**config.mk**
```make
export PLATFORM = sky130hd
export DESIGN_NAME = serial_frame_scheduler
export DESIGN_NICKNAME = d
export VERILOG_FILES = /design/src/rtl/serial_frame_scheduler.sv
export SDC_FILE = /design/constraint.sdc
export NUM_CORES = 1
export LEC_CHECK = 0
export BUFFER_PORTS_ARGS = -buffer_cell sky130_fd_sc_hd__buf_2
export CORE_AREA = 4 4 69 119
export CTS_CLUSTER_SIZE = 8
export DETAILED_ROUTE_END_ITERATION = 7
export DIE_AREA = 0 0 73 123
export GPL_TIMING_DRIVEN = 0
export PLACE_DENSITY = 0.68
export SYNTH_ARGS = -nofsm -noshare
export SYNTH_HDL_FRONTEND = slang
export SYNTH_SLANG_ARGS = --single-unit
```
**constraint.sdc**
```tcl
create_clock -name clock -period 2.09 [get_ports clock]
set_input_delay 0.5225 -clock clock [delete_from_list [all_inputs] [get_ports clock]]
set_output_delay 0.5225 -clock clock [all_outputs]
set_load 0.05 [all_outputs]
```
**src/rtl/serial_frame_scheduler.sv**
```systemverilog
// Round-robin scheduler that shares one UART transmitter among three BCD reporters,
// sending each report as a 5-byte ASCII frame: ID, three digits, terminator.
module serial_frame_scheduler #(
  parameter logic [7:0] ID0  = 8'h44,
  parameter logic [7:0] ID1  = 8'h50,
  parameter logic [7:0] ID2  = 8'h53,
  parameter logic [7:0] TERM = 8'h23
) (
  input  logic        clock,
  input  logic        reset,
  input  logic [2:0]  pedido,
  input  logic [11:0] dado0,
  input  logic [11:0] dado1,
  input  logic [11:0] dado2,
  input  logic        tx_pronto,
  output logic        tx_partida,
  output logic [7:0]  tx_dado,
  output logic [2:0]  pendente,
  output logic [1:0]  concedido,
  output logic        ocupado,
  output logic        fim_quadro,
  output logic [2:0]  descartado
);

  typedef enum logic [1:0] {OCIOSO, ENVIA, ESPERA, FIM} state_t;

  state_t      state, state_next;
  logic [11:0] holding [3];
  logic [11:0] dado_in [3];
  logic [11:0] frame;
  logic [2:0]  byte_idx;
  logic        grant;
  logic [1:0]  winner;
  logic [1:0]  cand1, cand2;

  assign dado_in[0] = dado0;
  assign dado_in[1] = dado1;
  assign dado_in[2] = dado2;

  function automatic logic [7:0] digit_ascii(input logic [3:0] n);
    return (n <= 4'd9) ? 8'h30 + {4'h0, n} : 8'h3F;
  endfunction

  function automatic logic [7:0] frame_byte(input logic [2:0] idx, input logic [1:0] id,
                                            input logic [11:0] f);
    logic [7:0] b;
    case (idx)
      3'd0: begin
        case (id)
          2'd0:    b = ID0;
          2'd1:    b = ID1;
          default: b = ID2;
        endcase
      end
      3'd1:    b = digit_ascii(f[11:8]);
      3'd2:    b = digit_ascii(f[7:4]);
      3'd3:    b = digit_ascii(f[3:0]);
      default: b = TERM;
    endcase
    return b;
  endfunction

  // Search starts just after the last served requester, so nobody starves.
  always_comb begin
    cand1  = (concedido == 2'd2) ? 2'd0 : concedido + 2'd1;
    cand2  = (cand1 == 2'd2) ? 2'd0 : cand1 + 2'd1;
    grant  = 1'b0;
    winner = concedido;
    if (state == OCIOSO) begin
      if (pendente[cand1]) begin
        grant  = 1'b1;
        winner = cand1;
      end else if (pendente[cand2]) begin
        grant  = 1'b1;
        winner = cand2;
      end else if (pendente[concedido]) begin
        grant  = 1'b1;
        winner = concedido;
      end
    end
  end

  always_comb begin
    state_next = state;
    tx_partida = 1'b0;
    ocupado    = 1'b1;
    fim_quadro = 1'b0;
    case (state)
      OCIOSO: begin
        ocupado = 1'b0;
        if (grant) state_next = ENVIA;
      end
      ENVIA: begin
        tx_partida = 1'b1;
        state_next = ESPERA;
      end
      ESPERA: begin
        if (tx_pronto) state_next = (byte_idx == 3'd4) ? FIM : ENVIA;
      end
      FIM: begin
        fim_quadro = 1'b1;
        state_next = OCIOSO;
      end
      default: state_next = OCIOSO;
    endcase
  end

  always_ff @(posedge clock or posedge reset) begin
    if (reset) state <= OCIOSO;
    else       state <= state_next;
  end

  // tx_dado is loaded one edge ahead so the byte is already valid in the ENVIA cycle.
  always_ff @(posedge clock or posedge reset) begin
    if (reset) begin
      pendente   <= 3'b000;
      descartado <= 3'b000;
      frame      <= 12'h000;
      byte_idx   <= 3'd0;
      tx_dado    <= 8'h00;
      concedido  <= 2'd2;
      for (int i = 0; i < 3; i++) holding[i] <= 12'h000;
    end else begin
      if (grant) begin
        frame     <= holding[winner];
        concedido <= winner;
        byte_idx  <= 3'd0;
        tx_dado   <= frame_byte(3'd0, winner, holding[winner]);
      end else if (state == ESPERA && tx_pronto && byte_idx != 3'd4) begin
        byte_idx <= byte_idx + 3'd1;
        tx_dado  <= frame_byte(byte_idx + 3'd1, concedido, frame);
      end
      for (int i = 0; i < 3; i++) begin
        descartado[i] <= pedido[i] & pendente[i] & ~(grant && winner == 2'(i));
        if (pedido[i]) begin
          pendente[i] <= 1'b1;
          holding[i]  <= dado_in[i];
        end else if (grant && winner == 2'(i)) begin
          pendente[i] <= 1'b0;
        end
      end
    end
  end

endmodule

```
==> results of run 1 <==
## cell families after synthesis
logic type               after synthesis  synth area share [%]
AO/OA/AOI/OAI                         83                  18.6
AND/OR/NAND/NOR                       52                  9.22
adder cells (fa/ha/maj)                5                  1.94
flip-flops                            68                  52.9
buffers and inverters                 27                  4.01
multiplexers                          38                  13.2
other                                  1                 0.117
## cell usage in the layout (no fill, tap or decap), drive strengths merged, types with 8 or more instances in the layout
master and n:
nor2 12, inv 10, o21ai 19, a32o 8, a21oi 14, buf 70
dfrtp 67, clkbuf 18, mux2 36, a221o 8, nand2b 8
## worst max-delay path, cell delays in order, from the launching register on
cell	delay (ps)
dfrtp_1	430
ha_1	230
ha_1	360
o31a_1	360
nor4_1	230
o21ai_0	110
## timing repair
| action | in CTS | in global routing |
|---|---|---|
| hold buffers | 0 | 0 |
| gates resized for setup | 0 | 2 |
| endpoints found under the hold margin | 0 | 0 |
| endpoints found under the setup margin | 0 | 2 |
## sequential cells by signal (all words and copies together), names as in the netlist
register	count
frame	12
pendente	3
concedido	2
holding	36
descartado	3
tx_dado	7
byte_idx	3
state	2
## area by class of cell
class                      instances  share of cell area, %
clock inverter                     4                   1.83
multi-input combinational        179                   34.9
timing repair buffer              60                   7.95
sequential                        68                   43.0
clock buffer                      12                   6.22
buffer                            16                   2.24
inverter                          11                   1.14
tap                               86                   2.71
## metrics by stage
step           power, uW  setup WS [ps]
6_report            6130            252
5_1_grt             6500           84.6
4_1_cts             6160            211
3_5_place_dp        4520            191
3_3_place_gp        4460            197
2_1_floorplan       3860            220
## path summary, 6_finish.rpt
check                             from       endpoint  slack, ps
max                        byte_idx[0]     tx_dado[0]        250
min                              reset  descartado[1]        360
max reg2reg                byte_idx[0]     tx_dado[0]        250
min reg2reg                holding[28]       frame[4]        500
max in group asynchronous        reset     holding[3]       1110
min in group clock            dado0[2]    holding[26]        410
## per-layer routing
| metal | part of all wire (%) | vias to the layer above | GRT usage (%) | wire length, um |
|---|---|---|---|---|
| li1 | - | 1168 | - | - |
| met2 | 54 | 61 | 32.0 | 4050 |
| met4 | 2.3 | 0 | 8.55 | 174 |
| met1 | 39 | 1221 | 21.5 | 2920 |
| met3 | 4.8 | 15 | 4.88 | 360 |
| met5 | 0 | - | 0 | 0 |
## power by group
group	switching [uW]	internal, uW	leakage (uW)
clock	543	1070	0.000153
sequential	289	1670	0.000803
combinational	1610	944	0.000820
==> reports/results.tsv, run 1 <==
stage	metric	value	unit
die	die_h	123	um
grt	grt_pass1_vias	2552	
clock_network	numCtsBuffers	9	
clock_network	clk_latency	340	ps
synth	ys_seq_area_share	52.9	%
synth	yosys.area.top_type	dfrtp_1	
timing	period_minus_slack	1840	ps
cells_and_area	register_area	1700	sq um
power	p_leak	0.00178	uW
clock_network	cts_tree	yes	
job	maxCapViolations	0	
synth	syn_nets	321	
die	core_area	7230	sq um
timing	rsz0062_at_grt	no	
cells_and_area	syn_to_final_growth	23.2	%
synth	synth_ff_type	dfrtp_1	
synth	yosysMostFrequentCell	dfrtp_1	
die	ios	61	
cells_and_area	layout.cells.non_filler	436	
clock_network	cts.sinks	68	
synth	yosysWarningCount	0	
synth	netlist-cell-type-count	47	
critical_path	r2r_cells	5	
drt	routed_wl	7510	um
synth	synth.top_cell.area_share	52.1	%
drt	ant_nets	0	
timing	skew	4.60	ps
die	rows	41	
run_status	outcome	completed	
die	design.die.area	8980	sq um
place	dp.cells	420	
cells_and_area	fin_area	3960	sq um
clock_network	htreeDepth	3	
cells_and_area	drive_above_1_share	37.4	%
place	gp_congestion	0.826	
cells_and_area	fin_util	54.8	%
timing	period_share	87.9	%
clock_network	cts-root-buf	clkbuf_16	
timing	fin_setup_tns	0	ps
drt	drc	0	
cells_and_area	fill_cells	642	
grt	grt_use_total	18.7	%
timing	whs	356	ps
power	vdd_ir_drop_max	0.000813	V
synth	synthCells	274	
clock_network	postCtsSetupBuffers	0	
place	placed_cell_area	3640	sq um
drt	first_pass_iters	4	
timing	fmax	0.544	GHz
cells_and_area	diodes	0	
cells_and_area	fin_nets	392	
timing	setup_violations	0	
min_path	hp-class	in -> async	
drt	wl_per_cell	17.2	um
synth	synth_commonest_cells	dfrtp_1, mux2_2, o21ai_0	
drt	drtIter0Drc	173	
critical_path	worstSetupPathType	reg -> reg	
die	fp.dieW	73	um
clock_network	path_clk_slew	50	ps
timing	worst_pin_slew	874	ps
power	power.density	1550	nW/um^2
grt	antenna_found_initial	0	
synth	synth_edf_count	0	
critical_path	critPathLaunchType	flip-flop	
synth	synth_area_leaders	dfrtp_1, mux2_2, a221o_1	
synth	synth_seq_cells	68	
synth	async_flop_share	100	%
place	port_buffers	59	
critical_path	cp.arrival	2050	ps
synth	syn_avg_cell_area	11.7	sq um
die	start_util	44.5	%
cells_and_area	multiInputGateArea	1390	sq um
grt	grt_max_degree	40	
timing	maxSlewViolCount	0	
grt	overflow	0	
timing	hold_viol	0	
timing	relSlewSlack	41.6	%
critical_path	cp_max_fo	8	
synth	syn_area	3220	sq um
grt	grt_pass1_wl	12500	um
critical_path	required	2300	ps
clock_network	clockBufferDepth	2	
critical_path	cp-end-kind	flip-flop	
place	dp_hpwl	5710	um
drt	vias	2465	
drt	via_per_inst	5.65	
(Power assumes the default switching activity.)
==> run 2, diff against run 1 <==
- PLACE_DENSITY: 0.68 -> 0.66
- clock period: 2.09 -> 1.9 ns (I/O delays scaled with it)
==> reports/results.tsv, run 2 (synthesis results as in run 1) <==
stage	metric	value	unit	change
timing	maxSlewViolCount	0		unchanged
cells_and_area	largest_reg_flops	36		unchanged
timing	relSlewSlack	43.7	%	was 41.6%
cells_and_area	fin_util	54.8	%	about the same
die	ios	61		unchanged
clock_network	cts_tree	yes		unchanged
drt	ant_nets	0		unchanged
cells_and_area	syn_to_final_growth	23.2	%	about the same
die	core_area	7230	sq um	unchanged
power	p_leak	0.00177	uW	was 0.00178 uW
timing	period_minus_slack	1800	ps	was 1840 ps
grt	grt_use_total	18.2	%	was 18.7%
drt	top_layer_used	met4		unchanged
place	gp_congestion	0.847		was 0.826
grt	grt_max_degree	39		was 40
critical_path	required	2150	ps	was 2300 ps
drt	drtIter0Drc	126		was 173
place	placed_cell_area	3640	sq um	unchanged
clock_network	path_clk_slew	50	ps	about the same
min_path	hp-class	in -> async		unchanged
drt	routed_wl	7460	um	was 7510 um
timing	period_share	94.8	%	was 87.9%
cells_and_area	fin_nets	392		unchanged
critical_path	r2r_cells	5		unchanged
cells_and_area	diodes	0		unchanged
drt	drc	0		unchanged
timing	skew	4.26	ps	was 4.60 ps
job	maxCapViolations	0		unchanged
cells_and_area	fin_area	3960	sq um	about the same
clock_network	postCtsSetupBuffers	0		unchanged
clock_network	clockBufferDepth	2		unchanged
cells_and_area	final_cell_mix	buf_2, dfrtp_1, mux2_2		was dfrtp_1, buf_2, mux2_2
clock_network	htreeDepth	3		unchanged
timing	worst_pin_slew	843	ps	was 874 ps
drt	dr_wl_met3	358	um	was 360 um
drt	first_pass_iters	5		was 4
power	vdd_ir_drop_max	0.000787	V	was 0.000813 V
timing	fin_setup_tns	0	ps	unchanged
drt	via_per_inst	5.66		was 5.65
cells_and_area	drive_above_1_share	38.7	%	was 37.4%
timing	hold_viol	0		unchanged
drt	vias	2464		was 2465
clock_network	cts-root-buf	clkbuf_16		unchanged
clock_network	numCtsBuffers	9		unchanged
critical_path	cp.arrival	2050	ps	about the same
grt	grt_pass1_vias	2538		was 2552
critical_path	cp_max_fo	11		was 8
clock_network	cts.sinks	68		unchanged
grt	overflow	0		unchanged
critical_path	cp-end-kind	flip-flop		unchanged
die	fp.dieW	73	um	unchanged
place	dp_hpwl	5690	um	was 5710 um
cells_and_area	largest-register	holding		unchanged
grt	grt_pass1_wl	12300	um	was 12500 um
timing	fmax	0.555	GHz	was 0.544 GHz
drt	wl_per_cell	17.2	um	about the same
cells_and_area	fill_cells	636		was 642
power	power.density	1670	nW/um^2	was 1550 nW/um^2
clock_network	clk_latency	330	ps	was 340 ps
die	die_h	123	um	unchanged
die	rows	41		unchanged
cells_and_area	top_regs	holding: 36 flops, frame: 12 flops, tx_dado: 7 flops		unchanged
place	port_buffers	59		unchanged
critical_path	worstSetupPathType	reg -> reg		unchanged
run_status	outcome	completed		unchanged
timing	setup_violations	0		unchanged
grt	antenna_found_initial	0		unchanged
drt	wl_met2	3970	um	was 4050 um
die	design.die.area	8980	sq um	unchanged
critical_path	critPathLaunchType	flip-flop		unchanged
timing	rsz0062_at_grt	no		unchanged
die	start_util	44.5	%	unchanged
drt	drt-met1-wl	2930	um	was 2920 um
## run 2: what timing repair did
action / 4_1_cts / 5_1_grt
pin swaps: 0 / 0
hold buffers: 0 / 0
gates resized for setup: 1 / 9
setup endpoints to repair: 1 / 10
## run 2: stage by stage
stage	hold slack [ps]	setup slack [ps]	power [uW]	instances
final	302	98.1	6600	435
after global routing	369	22.2	6990	435
after CTS	328	9.14	6600	435
after detailed placement	487	-40.4	4980	420
after global placement	483	-5.64	4910	419
after floorplan	471	30.4	4250	274
## run 2: routing by layer
| metal | track usage [%] | vias to the layer above |
|---|---|---|
| li1 | - | 1163 |
| met1 | 20.8 | 1221 |
| met2 | 30.7 | 63 |
| met3 | 4.64 | 17 |
| met4 | 9.35 | 0 |
| met5 | 0 | - |
## run 2: area by class of cell
| type | instances | area (sq um) | area share (%) |
|---|---|---|---|
| Inverter | 11 | 45.0 | 1.14 |
| Tap cell | 86 | 108 | 2.72 |
| Clock buffer | 14 | 284 | 7.17 |
| Multi-Input combinational cell | 179 | 1410 | 35.7 |
| Sequential cell | 68 | 1700 | 43.0 |
| Clock inverter | 1 | 5.00 | 0.126 |
| Timing Repair Buffer | 60 | 315 | 7.96 |
| Buffer | 16 | 88.8 | 2.24 |
## run 2: where the power goes
| part | leakage (uW) | internal (uW) | switching, uW |
|---|---|---|---|
| registers | 0.000803 | 1840 | 323 |
| clock network | 0.000145 | 1020 | 577 |
| logic | 0.000819 | 1060 | 1790 |
## run 2: path summary, 6_finish.rpt
| check | from | to | slack (ps) |
|---|---|---|---|
| max reg2reg | pendente[1] | frame[7] | 100 |
| max in group asynchronous | reset | holding[14] | 990 |
| max | pendente[1] | frame[7] | 100 |
| min | reset | descartado[1] | 300 |
| min in group clock | dado0[2] | holding[26] | 370 |
| min reg2reg | holding[30] | frame[6] | 500 |
## run 2: critical path, stage by stage, from the launching register on
cell and delay [ps]:
dfrtp_1 500, or2_2 410, o21ai_2 240, buf_2 270, a311oi_1 90, a31oi_1 200
==> run 3, diff against run 2 <==
- ABC_AREA: default -> 1
- CORE_AREA: 4 4 69 119 -> 4 4 70 121
- DIE_AREA: 0 0 73 123 -> 0 0 74 125
- PLACE_DENSITY: 0.66 -> 0.65
- REMOVE_ABC_BUFFERS: default -> 1
==> reports/results.tsv, run 3 <==
stage	metric	value	unit	change
run_status	outcome	completed		unchanged
drt	ant_nets	0		unchanged
clock_network	cts.sinks	68		unchanged
synth	synth_edf_count	0		unchanged
synth	synth.top_cell.area_share	51.0	%	was 52.1%
place	dp_hpwl	5970	um	was 5690 um
critical_path	required	2120	ps	was 2150 ps
grt	antenna_found_initial	0		unchanged
power	p_leak	0.00229	uW	was 0.00177 uW
synth	syn_area	3290	sq um	was 3220 sq um
drt	drtIter0Drc	160		was 126
critical_path	rr_startpoint	concedido[1]		was pendente[1]
clock_network	clk_latency	330	ps	about the same
place	gp_congestion	0.911		was 0.847
synth	ys_seq_area_share	51.8	%	was 52.9%
timing	relSlewSlack	54.5	%	was 43.7%
cells_and_area	final_cell_mix	nand2_1, dfrtp_1, buf_2		was buf_2, dfrtp_1, mux2_2
critical_path	worstSetupPathType	reg -> reg		unchanged
clock_network	clockBufferDepth	2		unchanged
power	power.density	1890	nW/um^2	was 1670 nW/um^2
clock_network	cts-root-buf	clkbuf_16		unchanged
synth	netlist-cell-type-count	27		was 47
power	power_frac_seq	27.1	%	was 32.7%
cells_and_area	largest-register	holding		unchanged
timing	fmax	0.528	GHz	was 0.555 GHz
clock_network	htreeDepth	3		unchanged
critical_path	r2r_cells	12		was 5
power	vdd_ir_drop_max	0.000690	V	was 0.000787 V
grt	met3_usage	4.42	%	was 4.64%
drt	routed_wl	8610	um	was 7460 um
power	p_switching	3670	uW	was 2690 uW
synth	yosys.area.top_type	dfrtp_1		unchanged
synth	yosysWarningCount	0		unchanged
die	rows	42		was 41
clock_network	path_clk_slew	50	ps	about the same
timing	setup_violations	0		unchanged
drt	wl_per_cell	14.5	um	was 17.2 um
power	swShare	46.4	%	was 40.7%
timing	period_share	99.7	%	was 94.8%
place	dp_slack	-414	ps	was -40.4 ps
grt	overflow	0		unchanged
grt	grt_pass1_vias	2814		was 2538
synth	syn_avg_cell_area	7.83	sq um	was 11.7 sq um
cells_and_area	diodes	0		unchanged
synth	synth_seq_cells	68		unchanged
cells_and_area	final_common_cell	nand2_1		
grt	grt_max_degree	38		was 39
die	fp.dieW	74	um	was 73 um
critical_path	cp.arrival	2110	ps	was 2050 ps
cells_and_area	largest_reg_flops	36		unchanged
critical_path	r2r_setup_slack	6	ps	was 100 ps
timing	rsz0062_at_grt	yes		was no
die	core_area	7510	sq um	was 7230 sq um
timing	worst_pin_slew	681	ps	was 843 ps
synth	synthCells	420		was 274
grt	met2_usage	31.9	%	was 30.7%
drt	first_pass_iters	4		was 5
min_path	hp-class	in -> async		unchanged
drt	drc	0		unchanged
power	pwr-share-comb	53.1	%	was 43.2%
grt	busiest_layer	met2		unchanged
synth	yosysMostFrequentCell	nand2_1		was dfrtp_1
synth	synth_area_leaders	dfrtp_1, nand2_1, inv_1		was dfrtp_1, mux2_2, a221o_1
clock_network	cts_tree	yes		unchanged
timing	setup_slack	5.94	ps	was 98.1 ps
clock_network	numCtsBuffers	9		unchanged
synth	synth_ff_type	dfrtp_1		unchanged
synth	async_flop_share	100	%	unchanged
die	die_h	125	um	was 123 um
power	clkPwrFrac	19.8	%	was 24.1%
cells_and_area	fin_area	4190	sq um	was 3960 sq um
die	ios	61		unchanged
die	design.die.area	9250	sq um	was 8980 sq um
timing	hold_viol	0		unchanged
drt	via_per_inst	5.05		was 5.66
power	p_int	4240	uW	was 3910 uW
cells_and_area	fin_nets	548		was 392
drt	vias	3001		was 2464
die	start_util	43.8	%	was 44.5%
grt	grt.met1_usage	20.7	%	was 20.8%
place	placed_cell_area	3630	sq um	was 3640 sq um
synth	synth_commonest_cells	nand2_1, dfrtp_1, inv_1		was dfrtp_1, mux2_2, o21ai_0
critical_path	critPathLaunchType	flip-flop		unchanged
job	maxCapViolations	0		unchanged
power	fin_total_pwr	7910	uW	was 6600 uW
grt	grt_use_total	18.6	%	was 18.2%
critical_path	cp_max_fo	8		was 11
cells_and_area	drive_above_1_share	25.3	%	was 38.7%
timing	maxSlewViolCount	0		unchanged
cells_and_area	top_regs	holding: 36 flops, frame: 12 flops, tx_dado: 7 flops		unchanged
cells_and_area	syn_to_final_growth	27.4	%	was 23.2%
timing	fin_setup_tns	0	ps	unchanged
timing	period_minus_slack	1890	ps	was 1800 ps
critical_path	cp-end-kind	flip-flop		unchanged
critical_path	r2r_end	frame[11]		was frame[7]
place	port_buffers	59		unchanged
timing	skew	5.02	ps	was 4.26 ps
grt	grt_pass1_wl	13000	um	was 12300 um
[run 3: cell count changes in the layout (fill, tap and decap cells not counted), moves of 10 or more]
cell / previous run / this run
inv_1: 10 / 29
nand4_1: 0 / 10
mux2_2: 36 / 0
buf_4: 1 / 18
nand2_1: 5 / 188
nand3_1: 5 / 19
a21oi_1: 14 / 2
nor2_1: 11 / 21
[run 3: how the worst max path moves through the flow]
stage,from,to,cells past startpoint
2_1_floorplan,reset,byte_idx[0],1
3_3_place_gp,reset,tx_dado[5],2
3_5_place_dp,concedido[1],frame[2],11
4_1_cts,concedido[0],frame[10],11
5_1_grt,concedido[1],pendente[1],10
6_report,concedido[1],frame[11],12
[run 3: cell families (layout without fill, tap and decap cells)]
group	after synthesis	after routing	synth area share, %
and+or+nand+nor	269	272	35.0
DFF	68	68	51.8
buffers and inverters	48	131	6.47
AOI/OAI and AO/OA	29	29	4.72
adders and majority gates	5	5	1.90
other	1	1	0.114
[run 3: area by class of cell]
type                    count  area, sq um
inverters                  35          138
fillers                   716         3320
repair buffers             80          473
multi-input cells         307         1480
flip-flops and latches     68         1700
clock buffers              15          278
clock inverters             1         5.00
well taps                  88          110
[run 3: timing repair]
item / in CTS / in global routing
setup endpoints to repair: 27 / 22
pin swaps: 3 / 10
buffers inserted: 9 / 11
gates resized for setup: 9 / 19
gates cloned: 1 / 2
hold buffers: 0 / 0
[run 3: metal layers]
metal | wire length [um] | share of wire, %
met5 | 0 | 0
met4 | 355 | 4.1
met2 | 4750 | 55
met1 | 3120 | 36
met3 | 386 | 4.5
[run 3: worst max-delay path, stage by stage, from the launching register on]
cell and delay (ps):
dfstp_2 620, inv_2 90, nand3_1 110, nand3_2 110, nand2_1 100, nand2_1 90
nand2_4 120, nand2_8 80, buf_6 160, nand3_1 70, nand2_1 60, nor2_1 120
nor2_1 50
[run 3: through the flow]
step                cells  hold slack, ps  util, %
finish                594             246     55.8
global route          594             309     55.8
CTS                   581             262     53.5
detailed placement    555             459     48.4
global placement      554             456     48.1
floorplan             407             442        -
[run 3: power groups by stage]
stage | registers [uW] | clock network (uW) | logic (uW)
2_1_floorplan | 2620 | 0 | 1960
3_3_place_gp | 2180 | 0 | 3170
3_5_place_dp | 2190 | 0 | 3260
4_1_cts | 2160 | 1580 | 3570
5_1_grt | 2190 | 1650 | 4540
6_report | 2140 | 1570 | 4200
